**src/rtl/motor_phase_sequencer_pkg.sv**
```systemverilog
// Shared types and constants for the stepper coil sequencer.
package motor_pkg;

  localparam int PHASE_W = 3;

  typedef enum logic [1:0] {
    ST_IDLE  = 2'd0,
    ST_STEP  = 2'd1,
    ST_DWELL = 2'd2,
    ST_DONE  = 2'd3
  } state_t;

  // {A,B,A_n,B_n} per phase index; entry 0 sits in the low nibble.
  localparam logic [7:0][3:0] COIL_TABLE = {
    4'b1001, 4'b0001, 4'b0011, 4'b0010,
    4'b0110, 4'b0100, 4'b1100, 4'b1000
  };

  // Advance the phase by 1 (half step) or 2 (full step); 3-bit arithmetic wraps mod 8.
  function automatic logic [PHASE_W-1:0] next_phase(
    input logic [PHASE_W-1:0] idx,
    input logic               dir,
    input logic               half
  );
    logic [PHASE_W-1:0] inc;
    inc = half ? PHASE_W'(1) : PHASE_W'(2);
    return dir ? idx + inc : idx - inc;
  endfunction

endpackage

```
**src/rtl/motor_phase_sequencer_tick_prescaler.sv**
```systemverilog
// Divides clk into one-cycle ticks every PRESCALE cycles; restart re-aligns the phase.
module tick_prescaler #(
  parameter int PRESCALE = 50000
) (
  input  logic clk,
  input  logic reset_n,
  input  logic restart,
  output logic tick
);

  localparam int CNT_W = (PRESCALE > 1) ? $clog2(PRESCALE) : 1;
  localparam logic [CNT_W-1:0] LAST = CNT_W'(PRESCALE - 1);

  logic [CNT_W-1:0] cnt_q;

  assign tick = (cnt_q == LAST);

  // Free-running cycle counter, wrapped on tick and zeroed on restart.
  always_ff @(posedge clk or negedge reset_n) begin
    if (!reset_n)              cnt_q <= '0;
    else if (restart || tick)  cnt_q <= '0;
    else                       cnt_q <= cnt_q + 1'b1;
  end

endmodule

```
**src/rtl/motor_phase_sequencer.sv**
```systemverilog
// Stepper phase sequencer: takes a step or pause request, moves the phase
// index, drives the registered coil pattern and times the dwell after it.
module motor_phase_sequencer
  import motor_pkg::*;
#(
  parameter int DELAY_W    = 8,
  parameter int PRESCALE   = 50000,
  parameter int HOLD_TICKS = 16
) (
  input  logic               clk,
  input  logic               reset_n,
  input  logic               step_req,
  input  logic               pause_req,
  input  logic               step_dir,
  input  logic               half_step,
  input  logic [DELAY_W-1:0] delay_ticks,
  output logic               busy,
  output logic               step_done,
  output logic [PHASE_W-1:0] phase_index,
  output logic [3:0]         coil,
  output logic               coil_en
);

  localparam int HOLD_W = (HOLD_TICKS > 0) ? $clog2(HOLD_TICKS + 1) : 1;
  localparam logic [HOLD_W-1:0] HOLD_MAX = HOLD_W'(HOLD_TICKS);

  state_t               state_q, state_d;
  logic [PHASE_W-1:0]   phase_d;
  logic [3:0]           coil_d;
  logic                 coil_en_d;
  logic                 dir_q, dir_d, half_q, half_d;
  logic [DELAY_W-1:0]   delay_q, delay_d, dwell_q, dwell_d;
  logic [HOLD_W-1:0]    hold_q, hold_d;
  logic                 restart, tick;

  tick_prescaler #(.PRESCALE(PRESCALE)) u_prescaler (
    .clk     (clk),
    .reset_n (reset_n),
    .restart (restart),
    .tick    (tick)
  );

  assign busy      = (state_q != ST_IDLE);
  assign step_done = (state_q == ST_DONE);

  // Next-state, phase, dwell and hold-release decisions.
  always_comb begin
    state_d   = state_q;
    phase_d   = phase_index;
    coil_en_d = coil_en;
    dir_d     = dir_q;
    half_d    = half_q;
    delay_d   = delay_q;
    dwell_d   = dwell_q;
    hold_d    = hold_q;
    restart   = 1'b0;

    case (state_q)
      ST_IDLE: begin
        // Idle ticks accumulate toward releasing the coils; saturates at the limit.
        if (tick && hold_q != HOLD_MAX) hold_d = hold_q + 1'b1;
        if (HOLD_TICKS != 0 && hold_q == HOLD_MAX) coil_en_d = 1'b0;
        // Step has priority; a simultaneous pause is simply dropped.
        if (step_req) begin
          dir_d   = step_dir;
          half_d  = half_step;
          delay_d = delay_ticks;
          state_d = ST_STEP;
        end else if (pause_req) begin
          delay_d = delay_ticks;
          dwell_d = delay_ticks;
          restart = 1'b1;
          state_d = ST_DWELL;
        end
      end
      ST_STEP: begin
        phase_d   = next_phase(phase_index, dir_q, half_q);
        coil_en_d = 1'b1;
        hold_d    = '0;
        dwell_d   = delay_q;
        restart   = 1'b1;
        state_d   = ST_DWELL;
      end
      ST_DWELL: begin
        // Leave on the tick that empties the dwell so the wait is exactly delay*PRESCALE.
        if (dwell_q == '0) begin
          state_d = ST_DONE;
        end else if (tick) begin
          dwell_d = dwell_q - 1'b1;
          if (dwell_q == DELAY_W'(1)) state_d = ST_DONE;
        end
      end
      ST_DONE:  state_d = ST_IDLE;
      default:  state_d = ST_IDLE;
    endcase

    coil_d = coil_en_d ? COIL_TABLE[phase_d] : 4'b0000;
  end

  // State, datapath and registered coil outputs.
  always_ff @(posedge clk or negedge reset_n) begin
    if (!reset_n) begin
      state_q     <= ST_IDLE;
      phase_index <= '0;
      coil        <= 4'b0000;
      coil_en     <= 1'b0;
      dir_q       <= 1'b0;
      half_q      <= 1'b0;
      delay_q     <= '0;
      dwell_q     <= '0;
      hold_q      <= '0;
    end else begin
      state_q     <= state_d;
      phase_index <= phase_d;
      coil        <= coil_d;
      coil_en     <= coil_en_d;
      dir_q       <= dir_d;
      half_q      <= half_d;
      delay_q     <= delay_d;
      dwell_q     <= dwell_d;
      hold_q      <= hold_d;
    end
  end

endmodule
```
**config.mk**
```make
export PLATFORM = sky130hd
export DESIGN_NAME = motor_phase_sequencer
export DESIGN_NICKNAME = d
export VERILOG_FILES = /design/src/rtl/motor_phase_sequencer_pkg.sv /design/src/rtl/motor_phase_sequencer_tick_prescaler.sv /design/src/rtl/motor_phase_sequencer.sv
export SDC_FILE = /design/constraint.sdc
export NUM_CORES = 1
export LEC_CHECK = 0
export CORE_MARGIN = 4
export CORE_UTILIZATION = 60
export CTS_CLUSTER_DIAMETER = 50
export CTS_CLUSTER_SIZE = 14
export DETAILED_ROUTE_END_ITERATION = 10
export PLACE_DENSITY = 0.82
export SLEW_MARGIN = 30
export SYNTH_ARGS = -nofsm -noshare
export SYNTH_HDL_FRONTEND = slang
export SYNTH_SLANG_ARGS = --single-unit
```
**constraint.sdc**
```tcl
create_clock -name clk -period 5 [get_ports clk]
set_input_delay 0.5 -clock clk [delete_from_list [all_inputs] [get_ports clk]]
set_output_delay 0.5 -clock clk [all_outputs]
set_load 0.005 [all_outputs]
```
# ---- Word level (Yosys, flattened, before mapping)
# Memory sizes are Yosys's and may differ from the RTL's.
# Cells that the tools add are included.
dict set report op_classes {
  n_mux 25
  eq_ne 15
  n_lt_le_gt_ge 1
  reduce_logical 13
  addsub 5
}
# operator count
set ops {}
lappend ops {{8-bit 2-to-1 mux} 5}
lappend ops {{8-bit one-hot mux with 3 select lines} 1}
lappend ops {{16-bit by 1-bit adder with 16-bit output (second input constant)} 1}
lappend ops {{16-bit == test (second input constant)} 1}
lappend ops {{16-bit 2-to-1 mux} 1}
lappend ops {{2-bit 2-to-1 mux} 6}
lappend ops {{2-bit != test (second input constant)} 5}
lappend ops {{5-bit one-hot mux with 2 select lines} 1}
lappend ops {{3-bit != test (second input constant)} 3}
lappend ops {{8-bit by 1-bit == test with 1-bit output (second input constant)} 1}
lappend ops {{8-bit zero test} 1}
lappend ops {{4-bit 2-to-1 mux} 2}
lappend ops {{2-bit one-hot mux with 4 select lines} 1}
lappend ops {{8-bit by 1-bit subtractor with 8-bit output (second input constant)} 1}
lappend ops {{3-bit 2-to-1 mux} 2}
lappend ops {{2-bit AND reduction} 3}
lappend ops {{2-bit nonzero test} 3}
lappend ops {{5-bit by 1-bit adder with 5-bit output (second input constant)} 1}
lappend ops {{5-bit == test (second input constant)} 1}
lappend ops {{5-bit 2-to-1 mux} 1}
lappend ops {{5-bit != test (second input constant)} 1}
lappend ops {{5-bit AND reduction} 1}
lappend ops {{2-bit == test (second input constant)} 2}
lappend ops {{3-bit by 4-bit < comparator with 1-bit output (second input constant)} 1}
lappend ops {{other kinds (10)} 13}
dict set report totals {
  memories 1
  in_bits 14
  out_inout_bits 10
  rom_bits 32
  elab_cells 70
  reg_bits 49
}
# memory words word_bits rd rd_ports_with_merged_regs wr line_no
set memory_table {}
lappend memory_table {{(name not given)} 8 4 1 0 0 motor_phase_sequencer.sv:97} ;# coil_d = coil_en_d ? COIL_TABLE[phase_d] : 4'b0000;

# ---- Logic depth before layout (Yosys ltp)
# Gate-level depths: netlist of run 1.
dict set report depth {
  depth_word 7
  mapped_depth 8
  ltp_nobuf 8
}

# ---- Modules after synthesis
# Synthesis of run 1 repeated with hierarchy kept, for this count alone.
dict set report unflattened {
  cells_unflattened 270
  area_unflattened_um2 2762.6
}
# mod n_inst area_each_um2 seq_area_each_um2 cells_per_inst
set modules_own_cells {}
lappend modules_own_cells {motor_phase_sequencer 1 1970.6 825.8 190}
lappend modules_own_cells {tick_prescaler 1 792.0 400.4 80}

# ---- Least setup slack after synthesis of run 1
# OpenSTA, ideal clock, no wires.
dict set report synth_path {
  path_kind {reg-to-reg}
  start {reg dwell_q[0]}
  end {reg state_q[0]}
  setup_ns 0.128
  t_required_ns 4.872
  synth_period_minus_slack_ns 1.995
  slack_ns 3.005
  path_stages_with_launch 8
  path_buffers 0
  t_arrival_ns 1.867
  path_cell_list {dfrtp_1 inv_1 ha_1 or3b_2 o21a_1 o31a_1 a21oi_2 mux2_1}
}
dict set report synth_between {
  elab_chain_cells 3
  word_cells_on_any_way 7
  cone_classes {eq/ne (3); mux (2); reduce/logical (2)}
}
# element line_no
set synth_lines {}
lappend synth_lines {{start, declared} motor_phase_sequencer.sv:32} ;# logic [DELAY_W-1:0] delay_q, delay_d, dwell_q, dwell_d;
lappend synth_lines {{start signal, assigned} motor_phase_sequencer.sv:120} ;# dwell_q <= dwell_d;
lappend synth_lines {{8-bit by 1-bit == test with 1-bit output or 8-bit zero test (tied branches)} {motor_phase_sequencer.sv:90, motor_phase_sequencer.sv:86}}
lappend synth_lines {{3-bit != test (no source line) or 2-bit 2-to-1 mux (tied branches)} -}
lappend synth_lines {{3-bit AND reduction (no source line) or 2-bit one-hot mux with 4 select lines (tied branches)} -}
lappend synth_lines {{end signal, assigned} motor_phase_sequencer.sv:113} ;# state_q <= state_d;
lappend synth_lines {{end, declared} motor_phase_sequencer.sv:27} ;# state_t state_q, state_d;
# Parallel ways exist; a longest one is shown, timed or not.
# A chain may end at the register's enable or synchronous reset.

# ---- Worst setup path after layout of run 1
dict set report layout_path {
  start {reg state_q[0]}
  end {out busy}
}
dict set report layout_between {
  elab_chain_cells 1
}
# element line_no
set layout_lines {}
lappend layout_lines {{2-bit nonzero test} motor_phase_sequencer.sv:43} ;# assign busy = (state_q != ST_IDLE);
lappend layout_lines {{end, declared} motor_phase_sequencer.sv:17} ;# output logic busy,
# No other way between the ends.

==> results list, run 1 <==
* Final period util: about half
- The core region is approximately 4100 µm².
- TritonRoute pass-1 iters: 4
- Ant diodes: 0
* Pleak: between 1 and 1.5 nW
- Global routing used 20.5% of the available tracks across all layers.
- For this run, the number of Yosys warnings is 0.
* Switching portion of total power: about 38%
- Share of the synthesized netlist area taken by xor and xnor gates: about 6.3%
* Gate power share: between 40% and 50%
* Commonest cells after routing, fill and taps aside: 49 x sky130_fd_sc_hd__dfrtp_1, 30 x sky130_fd_sc_hd__nor2_1, 25 x sky130_fd_sc_hd__nand2_1
- The flow ran to the end, and the final reports show no timing, DRC or antenna violations.
- The count of nets left with antenna violations once routing finished came out at 0.
* Remaining global-route overflow: 0
* Post-detailed-route DRC marker count: 0
- DRT iter0 DRCs: between 70 and 80
- Setup violations remaining at the end of the flow were counted as 0.
* Final clock skew: roughly 9.1 ps
- STA puts the critical path data arrival time at just under 2000 ps.
* Count of flip-flops with a built-in enable after synthesis: 0
- The area growth from synthesis to layout is 13.2%.
- Global-route wire length before repair: around 8800 µm
* Sequential power share: 38.3%
- Syn nets: between 200 and 300
- Measured along the y axis, the die boundary spans 74.4 µm.
- Critical path class: reg -> out
- The layout has 321 filler cells.
- The floorplan has 23 rows.
- In the final layout, the multi-input gates occupy around 1300 µm².
- Root buffer selected by CTS: sky130_fd_sc_hd__clkbuf_8
- Cell mode on critical path: sky130_fd_sc_hd__inv_1
* Width of the chip: about 74 µm
- Headroom to the max-slew limit came out at between 40% and 50%.
- The number of antenna violations at the first check in global routing was 0.
* Combined flip-flop and latch cell area: around 1200 µm²
* Slowest cell on the critical path: sky130_fd_sc_hd__clkdlybuf4s50_1
* Post-Synth Adder-Cell Area: ~5.5%
- Count of endpoints failing hold in the final timing report: 0
- Summing the areas of all compound-gate instances in the mapped netlist gives between 10% and 20% of the synthesized area.
* Routed via count divided by cell count: 5.83
* Worst Max-Slew Pin Slew: around 780 ps
- Post-CTS Resized: 0
- The HPWL after detailed placement is around 3600 µm.
- In this run the count of I/O pins placed on the die edge is 24.
- Multiplexer fraction of the synthesized cell area: a little under 9%
- After synthesis the netlist holds a flip-flop and latch count of 49.
- Number of buffers created by CTS: 5
- Entering global routing, the biggest net connects 50 pins.
- Summing every instance area after synthesis gives about 2600 µm².
- The smallest clock period supported by the final layout is computed as between 2000 and 2500 ps.
* Largest fanout on the critical path: 14
* Maximum cell stage delay along the critical path: about 490 ps
- Post-synthesis async set-or-reset flop share: 100%
* Combinational family with the most area after synthesis: simple AND/OR/NAND/NOR gates
* Int Power: between 1 and 1.5 mW
- Port buffering added 23 buffers.
* Initial Utilization: approximately 64%
- Share of synthesized cell area in and, or, nand and nor gates: 17.7%
* Routed wire length: 4990 µm
- The final layout contains about 310 nets.
- After technology mapping, the gate count stands at around 260.
* Flip-flop cell with the highest count after synthesis: sky130_fd_sc_hd__dfrtp_1
- Number of buffers inserted by post-CTS setup repair: 0
- Unrepaired setup endpoints after global routing: false
- The clock tree synthesis step divided the H-tree into 2 levels.
- In this run, distinct cell masters in the synthesized netlist total 47.
- Clock-pin slew of the registers on the worst-case setup and hold paths: about 80 ps
- Post-layout util: between 70% and 80%
* Share of synthesized area occupied by flip-flops and latches: a little under half
* Maximum buffer depth of the clock tree: 2
- Fraction of layout instances using a drive strength above 1: 11.7%
- The library cell used most frequently in the layout, excluding fill and tap cells, is sky130_fd_sc_hd__dfrtp_1.
- The via count of the first global-routing pass is about 1900.
* Critical-path cell list: inv_1 > ha_1 > inv_1 > clkdlybuf4s50_1
- For this run, the top clock speed supported by timing is around 410 MHz.
* Sw power: about 0.64 mW
- TritonCTS clock tree: built
- Portion of total power attributed to the clock network: 13.6%
- A synthesized cell averages roughly 10 µm².
* Number of maximum-capacitance constraint violations: 0
- Sort of element at the end of the critical path: output pin
* Clock insertion delay at the later pin of the skew report: around 290 ps
- The tree built by TritonCTS fans out to 49 sinks.
* Final routed wire length divided by cell count: roughly 15 µm
- The die covers around 5500 µm².
* Worst-case vdd ir drop: 0.373 mV
- Placer Congestion: 0.851
- TNS Setup: 0 ps
- Hold WC Path Type: in -> async
* Final Slew Violations: 0
- STA classifies the critical path startpoint as a flop.
- Post-CTS Hold Buffers: 0
- Data required time of the critical path: 4500 ps
- In this run the power density over the cells is 561 nW/µm².
- Vias: 1943
==> cell usage after synthesis (2+ instances only) <==
cell / n / area (µm²)
sky130_fd_sc_hd__o41ai_1: 3 / 26.3
sky130_fd_sc_hd__nor3_1: 5 / 25.0
sky130_fd_sc_hd__and3_1: 2 / 12.5
sky130_fd_sc_hd__buf_2: 2 / 10.0
sky130_fd_sc_hd__nand3_1: 8 / 40.0
sky130_fd_sc_hd__xnor2_1: 10 / 87.6
sky130_fd_sc_hd__nand4_1: 4 / 25.0
sky130_fd_sc_hd__a32o_1: 2 / 20.0
sky130_fd_sc_hd__inv_1: 15 / 56.3
sky130_fd_sc_hd__mux2_2: 16 / 180
sky130_fd_sc_hd__dfrtp_1: 49 / 1230
sky130_fd_sc_hd__clkbuf_1: 5 / 18.8
sky130_fd_sc_hd__mux2i_1: 4 / 40.0
sky130_fd_sc_hd__nor4_1: 2 / 12.5
sky130_fd_sc_hd__nor2_1: 30 / 113
sky130_fd_sc_hd__o31ai_1: 2 / 15.0
sky130_fd_sc_hd__a31oi_1: 2 / 12.5
sky130_fd_sc_hd__ha_1: 10 / 125
sky130_fd_sc_hd__nand2_1: 25 / 93.8
sky130_fd_sc_hd__o21a_1: 7 / 52.6
sky130_fd_sc_hd__a22oi_1: 2 / 15.0
sky130_fd_sc_hd__a21oi_1: 10 / 50.1
sky130_fd_sc_hd__o21ai_0: 11 / 55.1
sky130_fd_sc_hd__nor4bb_1: 2 / 20.0
sky130_fd_sc_hd__xor2_1: 9 / 78.8
sky130_fd_sc_hd__or4_4: 2 / 22.5
sky130_fd_sc_hd__o211ai_1: 2 / 15.0
==> routing by layer <==
| layer | global-route usage (%) | vias up | wire length (µm) |
|---|---|---|---|
| met2 | 35.3 | 32 | 2510 |
| met1 | 25.8 | 948 | 2270 |
| li1 | - | 954 | - |
| met3 | 3.78 | 9 | 140 |
| met4 | 7.11 | 0 | 70 |
| met5 | 0 | - | 0 |
==> power by group through the flow <==
stage	logic [mW]	clock network (mW)	registers [mW]
after detailed placement	0.811	0	0.647
after CTS	0.815	0.237	0.640
after global placement	0.784	0	0.641
final	0.808	0.229	0.645
after global routing	0.917	0.250	0.662
after floorplan	0.596	0	0.627
==> area by class of cell <==
class / count / area share [%]
clock buffer: 7 / 2.88
sequential: 49 / 40.9
inverter: 15 / 1.88
timing repair buffer: 23 / 7.60
multi-input combinational: 189 / 44.6
tap: 50 / 2.09
==> flip-flops by register name (all words and copies together) (netlist names) <==
signal / count
phase_index: 3
u_prescaler.cnt_q: 16
coil: 4
dir_q: 1
delay_q: 8
dwell_q: 8
half_q: 1
state_q: 2
hold_q: 5
coil_en: 1
==> worst paths after layout <==
check / endpoint / cells past startpoint / startpoint / slack (ps)
min in group clk: u_prescaler.cnt_q[0] / 1 / u_prescaler.cnt_q[0] / 500
worst max-delay path: busy / 4 / state_q[0] / 2570
worst min-delay path: u_prescaler.cnt_q[3] / 1 / reset_n / 200
worst max register to register: state_q[0] / 5 / u_prescaler.cnt_q[10] / 2750
max in group asynchronous: coil[3] / 1 / reset_n / 4360
worst min register to register: u_prescaler.cnt_q[0] / 1 / u_prescaler.cnt_q[0] / 500
==> cell families (layout without fill, tap and decap cells) <==
group	after synthesis	after routing
AND/OR/NAND/NOR	90	90
AO/OA/AOI/OAI	48	48
multiplexers	21	21
XOR/XNOR	19	19
flip-flops	49	49
buffers and inverters	23	45
adder cells (fa/ha/maj)	11	11
==> critical path, delay by kind of cell (launching register included) <==
kind | cells | cell delay [ps]
buffers and inverters | 3 | 790
adder cells (fa/ha/maj) | 1 | 440
flip-flops | 1 | 420
==> metrics by stage <==
stage               hold slack [ps]  cell area [µm²]  setup slack (ps)  power, mW  cells
floorplan                       204             2650              3000       1.22    261
global placement                469             2900              2840       1.42    326
detailed placement              491             2900              2690       1.46    326
CTS                             230             2990              2560       1.69    333
global route                    258             3000              2430       1.83    333
finish                          204             3000              2570       1.68    333
No activity file was read; power rests on OpenSTA's default activity.
==> run 2, diff against run 1 <==
--- a/config.mk
+++ b/config.mk
@@ -6,11 +6,11 @@
 export NUM_CORES = 1
 export LEC_CHECK = 0
 export CORE_MARGIN = 4
-export CORE_UTILIZATION = 60
+export CORE_UTILIZATION = 57
 export CTS_CLUSTER_DIAMETER = 50
 export CTS_CLUSTER_SIZE = 14
 export DETAILED_ROUTE_END_ITERATION = 10
-export PLACE_DENSITY = 0.82
+export PLACE_DENSITY = 0.78
 export SLEW_MARGIN = 30
 export SYNTH_ARGS = -nofsm -noshare
 export SYNTH_HDL_FRONTEND = slang
==> constraint.sdc (replaced) <==
create_clock -name clk -period 2.3 [get_ports clk]
set_input_delay 0.23 -clock clk [delete_from_list [all_inputs] [get_ports clk]]
set_output_delay 0.23 -clock clk [all_outputs]
set_load 0.005 [all_outputs]
==> run 2 against run 1 <==
- final cell count grew 2.4%
- register-to-register slack lost 2600 ps
- wire length is essentially flat
- hold slack lost 180 ps
- non-clock buffer count grew 6
- largest power group unchanged
- die area grew 4.7%
- first-iteration DRC count shrank 17%
- sequential cell count is the same
==> results list, run 2 (synthesis gave the netlist of run 1 again) <==
- The peak ir drop on the vdd network was 0.749 mV (+100%).
- The length of the first detailed-routing pass in iterations is 4 (unchanged).
- The tree is rooted in a sky130_fd_sc_hd__clkbuf_8.
- The number of top-level pins is 24 (unchanged).
- Initial antenna violation count: 0 (unchanged)
- Number of filler cells placed in the layout: 346 (+7.8%)
- The number of buffers inserted to repair setup after CTS came to 0 (unchanged).
- STA classifies the critical path endpoint as a flop.
- Post-detailed-route DRC marker count: 0 (unchanged)
- Area enclosed by the die boundary: 5790 µm² (+4.7%)
* Registers with the highest flip-flop counts: u_prescaler.cnt_q: 16 flops, delay_q: 8 flops, dwell_q: 8 flops
- Number of buffers created by CTS: 5 (unchanged)
- The endpoint identified for the worst register-to-register timing path is state_q[0].
- Number of sinks handled by clock tree synthesis: 49 (unchanged)
- The number of cells in the design after placement came to 334 (+2.5%).
* Maximum number of pins on one net before global-route repair: 50 (unchanged)
* DP Worst Slack: 142 ps (-2550 ps)
- Setup WS post-layout: 133 ps (-2430 ps)
* Hold WC Path Type: in -> async
* Placed cell areas: 2950 µm² (+1.6%)
- The sequential cell area came to 1230 µm² (unchanged).
- The effective utilization at floorplan was 59.9% (-3.9 points).
* Relative slew margins: 44.4% (-3.1 points)
* Via count of the first global-routing pass: 1968 (+1.4%)
* Most frequent standard cell in the layout excluding fill and tap cells: sky130_fd_sc_hd__dfrtp_1
- The final-report setup violation count came to 0 (unchanged).
- Total number of placement rows: 24 (+4.3%)
- Clock insertion delay at the later pin of the skew report: 290 ps (about the same)
* Number of flip-flops in the largest register: 16 (unchanged)
* I/O Buffers: 23 (unchanged)
- The post-detailed-routing wire length is 5000 µm (about the same).
* Width of the chip: 76.1 µm (+2.3%)
- The number of DRC markers after the initial detailed-route iteration came to 63 (-17%).
- Worst EP arrival: 2350 ps (+420 ps)
- The highest metal layer carrying signal wires in the routed design is met4.
* Critical Path Start Type: flop
- Count of endpoints failing hold in the final timing report: 0 (unchanged)
- Remaining global-route overflow: 0 (unchanged)
- The first-pass GRT wire length was 8780 µm (+0.31%).
- Total design power: 3.68 mW (+120%)
- The critical path ends at state_q[0].
- Combined global-route utilization of all metal layers: 18.2% (-2.3 points)
* Area of the core: 4410 µm² (+6.5%)
- The residual antenna-violating net count after detailed routing was 0 (unchanged).
- Among all stages on the critical path, the largest delay is contributed by sky130_fd_sc_hd__or3b_2.
* Final routed wire length divided by cell count: 14.6 µm (-2.3%)
* Maximum cell stage delay along the critical path: 510 ps (+20 ps)
- Post-layout util: 68.7% (-3.5 points)
* Register-to-Register Path Depth: 7 (+2)
- Total power per unit cell area: 1210 nW/µm² (+120%)
- TritonCTS clock tree: built
- Fraction of layout instances using a drive strength above 1: 13.1% (+1.5 points)
- Beginning of the worst register-to-register path: dwell_q[0]
- The weighted congestion reported at the end of routability-driven placement came to 0.812 (-4.6%).
- The buffer levels on the longest clock path came to 2 (unchanged).
* Final clock skew: 4.81 ps (-4.31 ps)
* Height of the die: 76.1 µm (+2.3%)
- The hold-fix buffer count after cts was 0 (unchanged).
- The static leakage power is 1.31 nW (+2.2%).
- Total area of multi-input combinational cells: 1330 µm² (-0.47%)
* R2r setup slk: 130 ps (-2620 ps)
* Ant diodes: 0 (unchanged)
- Data required time of the critical path: 2480 ps (-2020 ps)
- The clock transition at the registers of the reported paths was 80 ps (about the same).
- u_prescaler.cnt_q holds more flip-flops than any other register.
* Htree depth: 2 (unchanged)
- Post-synthesis to final-layout area growth: 14.7%
- Vias: 1919 (-1.2%)
* Post-CTS Resized: 0 (unchanged)
- Status: complete, no violations
* Final period util: a little over nine tenths
* Fmax: roughly 460 MHz
- The number of nets in the finished design is 314 (+1.9%).
- Worst Max-Slew Pin Slew: 828 ps (+46.6 ps)
- For the finished layout, the period the worst path requires is ~2200 ps.
- The wire length on met1 came to 2260 µm (-0.70%).
* Commonest cells after routing, fill and taps aside: 49 x sky130_fd_sc_hd__dfrtp_1, 30 x sky130_fd_sc_hd__nor2_1, 25 x sky130_fd_sc_hd__nand2_1
- The number of slew-limit violations in the final report came to 0 (unchanged).
- Routed met3 length: 140 µm (unchanged)
* Critical path startpoint: dwell_q[0]
- Critical-path cell list: inv_1 > ha_1 > or3b_2 > o21a_1 > o31a_1 > a21oi_2 > mux2_1
- The post-route cell area was 3030 µm² (+1.3%).
- The detailed-routed wire length on met2 was 2530 µm (+1.1%).
* Number of maximum-capacitance constraint violations: 0 (unchanged)
* Critical path class: reg -> reg
- Routed via count divided by cell count: 5.63 (-3.6%)
- Unrepaired setup endpoints after global routing: false
* Post-DP HPWL: 3600 µm (-0.43%)
- The final cell count without fillers is 341 (+2.4%).
- The setup TNS came to 0 ps (unchanged).
- Final hold slack: 20.4 ps (-184 ps)
* Largest fanout on the critical path: 5 (-9)
==> run 2: changes by cell type in the layout (fill, tap and decap cells not counted), sizes merged <==
cell  delta
buf      +6
==> run 2: worst min path at each step <==
| stage | startpoint | endpoint | slack (ps) | cells past startpoint |
|---|---|---|---|---|
| 2_1_floorplan | reset_n | coil[0] | -70 | 0 |
| 3_3_place_gp | reset_n | u_prescaler.cnt_q[3] | 360 | 2 |
| 3_5_place_dp | reset_n | u_prescaler.cnt_q[3] | 370 | 2 |
| 4_1_cts | reset_n | u_prescaler.cnt_q[7] | 40 | 2 |
| 5_1_grt | reset_n | u_prescaler.cnt_q[3] | 70 | 2 |
| 6_report | reset_n | u_prescaler.cnt_q[8] | 20 | 2 |
==> run 2: worst max-delay path: cells and delay by family, from the launching register on <==
family | cells | cell delay [ps]
flip-flops | 1 | 430
multiplexers | 1 | 340
buffers and inverters | 1 | 100
adder cells (fa/ha/maj) | 1 | 190
AO/OA/AOI/OAI | 3 | 480
AND/OR/NAND/NOR | 1 | 510
==> run 2: metal layers <==
metal,global-route usage [%],vias up
met5,0,-
met4,8.04,0
met3,3.07,5
met2,30.7,28
met1,22.7,918
li1,-,968
==> run 2: where the power goes <==
group	total (mW)	switching [mW]	internal, mW
logic	1.79	0.895	0.893
registers	1.40	0.239	1.16
clock network	0.499	0.260	0.239
==> run 2: cell type report <==
class | instances | area share [%]
Inverter | 15 | 1.86
Clock buffer | 7 | 2.85
Timing Repair Buffer | 29 | 8.91
Sequential cell | 49 | 40.4
Multi-Input combinational cell | 189 | 43.8
Tap cell | 52 | 2.14
==> run 3, diff against run 2 <==
--- a/config.mk
+++ b/config.mk
@@ -8,7 +8,7 @@
 export CORE_MARGIN = 4
 export CORE_UTILIZATION = 57
 export CTS_CLUSTER_DIAMETER = 50
-export CTS_CLUSTER_SIZE = 14
+export CTS_CLUSTER_SIZE = 24
 export DETAILED_ROUTE_END_ITERATION = 10
 export PLACE_DENSITY = 0.78
 export SLEW_MARGIN = 30
==> results of run 3 <==
Final layout, timing and power as in run 2 (identical DEF).
==> RTL edit 1: new RTL, settings of run 2 <==
Reset style: synchronous (`reset_n`), changed in 2 clocked blocks.
--- a/src/rtl/motor_phase_sequencer_tick_prescaler.sv
+++ b/src/rtl/motor_phase_sequencer_tick_prescaler.sv
@@ -16,7 +16,7 @@
   assign tick = (cnt_q == LAST);
 
   // Free-running cycle counter, wrapped on tick and zeroed on restart.
-  always_ff @(posedge clk or negedge reset_n) begin
+  always_ff @(posedge clk) begin
     if (!reset_n)              cnt_q <= '0;
     else if (restart || tick)  cnt_q <= '0;
     else                       cnt_q <= cnt_q + 1'b1;
--- a/src/rtl/motor_phase_sequencer.sv
+++ b/src/rtl/motor_phase_sequencer.sv
@@ -98,7 +98,7 @@
   end
 
   // State, datapath and registered coil outputs.
-  always_ff @(posedge clk or negedge reset_n) begin
+  always_ff @(posedge clk) begin
     if (!reset_n) begin
       state_q     <= ST_IDLE;
       phase_index <= '0;
Check against the original RTL: differs if reset_n is asserted again (counterexample within 4 cycles, from zero or initial values and one cycle with reset_n low); with reset_n held inactive, the same outputs for 10 cycles.
==> RTL edit 1 against run 2 <==
Sequential share of layout area fell by 8.4 points. Synthesized area fell by 1.0%. Sequential cell count did not move. Cell area rose by 1.1%. Critical path depth fell by 3. Total power fell by 17%. Setup slack got worse by 0.046 ns. Wire length rose by 14%. Synthesized cell count rose by 18%. Hold slack improved by 0.47 ns. Critical path type unchanged. Largest power group unchanged.
==> RTL edit 1: results <==
export IMPL_status="complete, no violations"
export IMPL_min_period_ns=2.21
export IMPL_wl_per_cell_um=14.5
export IMPL_synth_cell_types=53
export IMPL_synth_async_reset_ratio=0
export IMPL_vdd_drop_max_uv=512
export IMPL_drive_gt1_frac=0.0997
export IMPL_drt_iter0_drc=166
export IMPL_insertion_delay_ns=0.31
export IMPL_synthTopCellsByArea="dfxtp_1, mux2i_1, nor2_1"
export IMPL_grt_usage=0.213
export IMPL_post_place_ws_ns=0.116
export IMPL_syn_avg_cell_area_um2=8.53
export IMPL_finClkSkew_ns=0.00839
export IMPL_ys_seq_area_frac=0.375
export IMPL_holdWs_ns=0.486
export IMPL_finalNetCount=365
export IMPL_final_cells=393
export IMPL_p_leak_nw=1.14
export IMPL_critPathSlowestCell="or4b_4"
export IMPL_grt_max_degree=18
export IMPL_dpl_cell_area_um2=2980
export IMPL_grt_pass1_wl_um=9440
export IMPL_cts_buffer_depth=2
export IMPL_crit_arrival_ns=2.45
export IMPL_reg2reg_slack_ns=0.09
export IMPL_via_count=2305
export IMPL_grt_pass1_vias=2068
export IMPL_max_slew_margin=0.612
[RTL edit 1: changes by cell type after synthesis, sizes merged, moves of 6 or more]
cell           run 2  this run
dfrtp             49         0
dfxtp              0        49
mux2              17         1
mux2i              4        16
nand3              8        18
inv               15        22
o21a               7         0
clkbuf             5        11
[RTL edit 1: kinds of logic (layout without fill, tap and decap cells)]
family | after synthesis | in the layout | share of synthesized area
AOI/OAI and AO/OA | 62 | 62 | 0.172
muxes | 17 | 17 | 0.0655
buffers and inverters | 35 | 69 | 0.0507
DFF | 49 | 49 | 0.375
xor gates and xnor gates | 16 | 16 | 0.0535
adders and majority gates | 11 | 11 | 0.0554
and+or+nand+nor | 117 | 117 | 0.228
[RTL edit 1: path summary, 6_finish.rpt]
path / to / cells after the start / startpoint
setup / recovery: hold_q[1] / 4 / u_prescaler.cnt_q[4]
hold / removal: dir_q / 2 / dir_q
setup reg to reg: hold_q[1] / 4 / u_prescaler.cnt_q[4]
hold reg to reg: dir_q / 2 / dir_q
[RTL edit 1: cell type report]
type                            instances  area [um2]
Timing Repair Buffer                   38         343
Clock buffer                            6        72.6
Clock inverter                          2        13.8
Sequential cell                        49         981
Multi-Input combinational cell        223        1510
Fill cell                             378        1350
Inverter                               23        86.3
Tap cell                               52        65.1
[RTL edit 1: metal layers]
metal  GRT usage  vias to the layer above  share of wire
li1            -                     1167              -
met3      0.0409                        9          0.053
met1       0.303                     1071           0.49
met4      0.0738                        0          0.014
met2       0.321                       58           0.44
met5           0                        -              0
[RTL edit 1: where the power goes]
group | internal, mW | leakage [nW] | switching, mW
Combinational | 0.614 | 0.699 | 0.826
Clock | 0.217 | 0.0456 | 0.290
Sequential | 0.989 | 0.399 | 0.104
Total | 1.82 | 1.14 | 1.22
==> RTL edit 2: new RTL, config.mk and constraints of run 2 <==
Made on the original files. Change the parameter `DELAY_W` from 8 to 10.
--- a/src/rtl/motor_phase_sequencer.sv
+++ b/src/rtl/motor_phase_sequencer.sv
@@ -3,7 +3,7 @@
 module motor_phase_sequencer
   import motor_pkg::*;
 #(
-  parameter int DELAY_W    = 8,
+  parameter int DELAY_W    = 10,
   parameter int PRESCALE   = 50000,
   parameter int HOLD_TICKS = 16
 ) (
Interface: changed (resized delay_ticks); port bits go from 24 to 26. No check against the original RTL was run, so the function may have changed too.
==> RTL edit 2 against run 2 <==
Total power increased by 14%. Sequential cell count is 4 higher. Core utilization rose by 1.2 points. Final cell count increased by 15%. Cell area rose by 10%. Sequential share of layout area fell by 0.77 points. Synthesized area grew 7.9%. Count of clock-buffer cells in the layout is 2 lower. Setup slack got worse by 0.026 ns. Wire length rose by 23%. Highest routed layer unchanged.
==> RTL edit 2: results <==
export IMPL_multi_input_area_share=0.430
export IMPL_grt_max_degree=29
export IMPL_synthXorXnorAreaFrac=0.0614
export IMPL_final_clk_cell_share=0.0280
export IMPL_fillers=377
export IMPL_ys_ff_latch=53
export IMPL_synth_common_cells="dfrtp_1, nor2_1, nand2_1"
export IMPL_synth_adder_area_share=0.0596
export IMPL_p_leak_nw=1.46
export IMPL_multi_input_cells=211
export IMPL_seq_area_um2=1330
export IMPL_wl_per_cell_um=15.6
export IMPL_dp_hpwl_um=4390
export IMPL_die_x_um=78.7
export IMPL_p_comb_frac=0.505
export IMPL_cts_buffers=5
export IMPL_cts_clk_slew_worst_paths_ns=0.10
export IMPL_ys_seq_area_frac=0.465
export IMPL_crit_arrival_ns=2.45
export IMPL_reg_largest_list="u_prescaler.cnt_q x16, delay_q x10, dwell_q x10"
export IMPL_wl_um=6150
export IMPL_slowest_delay_ns=0.59
export IMPL_syn_nets=320
export IMPL_p_int_mw=2.45
export IMPL_finClkSkew_ns=0.00373
export IMPL_gp_congestion=0.817
export IMPL_buffer_area_frac=0.101
export IMPL_critPathSlowestCell="or4_4"
export IMPL_antenna_found_initial=0
export IMPL_via_count=2242
export IMPL_dpl_cell_area_um2=3220
export IMPL_grt_pass1_wl_um=10600
export IMPL_hp_class="input pin to async pin"
export IMPL_insertion_delay_ns=0.31
export IMPL_vdd_drop_max_uv=822
export IMPL_synthTopCellsByArea="dfrtp_1, ha_1, mux2_2"
export IMPL_status="complete, no violations"
export IMPL_crit_family="compound AO/OA/AOI/OAI gates"
export IMPL_drt_iter0_drc=101
export IMPL_grt_usage=0.218
export IMPL_finalNetCount=354
export IMPL_post_place_ws_ns=0.142
export IMPL_finalPower_mw=4.20
export IMPL_r2r_cells=6
export IMPL_nNonClkInverters=17
export IMPL_dp_cells=384
export IMPL_synth_compound_area_frac=0.112
export IMPL_crit_path_max_fanout=19
export IMPL_port_buffers=25
export IMPL_synth_cell_types=43
export IMPL_grt_pass1_vias=2269
export IMPL_n_all_buffers=37
export IMPL_syn_to_final_growth_pct=17.3
export IMPL_powerClk_uw=558
export IMPL_worst_slew_pin_slew_ns=0.623
export IMPL_yosys_mux_area_fraction=0.0689
export IMPL_drive_gt1_frac=0.126
export IMPL_netlist_instances=291
export IMPL_synth_flop_cell="dfrtp_1"
==> RTL edit 2: cell families (layout without fill, tap and decap cells) <==
| group | count (synthesis) | in the layout |
|---|---|---|
| AOI/OAI and AO/OA | 47 | 47 |
| and+or+nand+nor | 113 | 113 |
| buffers and inverters | 27 | 62 |
| xor gates and xnor gates | 20 | 20 |
| adders and majority gates | 13 | 13 |
| muxes | 18 | 18 |
| DFF | 53 | 53 |
==> RTL edit 2: repair_timing <==
item                                    4_1_cts  5_1_grt
hold buffers                                  1        0
setup buffers                                 0        0
hold endpoints to repair                     26        0
endpoints found under the setup margin        0        3
gates resized for setup                       0        2
==> RTL edit 2: layer usage <==
layer	GRT usage	routed length, um	vias up	share of wire
met4	0.0647	84	0	0.014
met3	0.0397	306	8	0.050
met2	0.349	2890	58	0.47
li1	-	-	1080	-
met5	0	0	-	0
met1	0.303	2870	1096	0.47
==> RTL edit 2: worst paths after layout <==
| path | slack (ns) | from | endpoint |
|---|---|---|---|
| worst max-delay path | 0.11 | u_prescaler.cnt_q[12] | dwell_q[4] |
| worst min-delay path | 0.46 | reset_n | hold_q[1] |
| worst max register to register | 0.11 | u_prescaler.cnt_q[12] | dwell_q[4] |
| worst min register to register | 0.49 | u_prescaler.cnt_q[0] | u_prescaler.cnt_q[0] |
| max in group asynchronous | 1.21 | reset_n | delay_q[0] |
| min in group clk | 0.49 | u_prescaler.cnt_q[0] | u_prescaler.cnt_q[0] |
==> RTL edit 2: worst reg2reg max path, cell delays in order (launching register included) <==
cell,delay [ns]
dfrtp_1,0.43
or4_4,0.59
o41ai_4,0.43
nand3_2,0.09
buf_4,0.21
a211oi_1,0.26
a21o_1,0.13
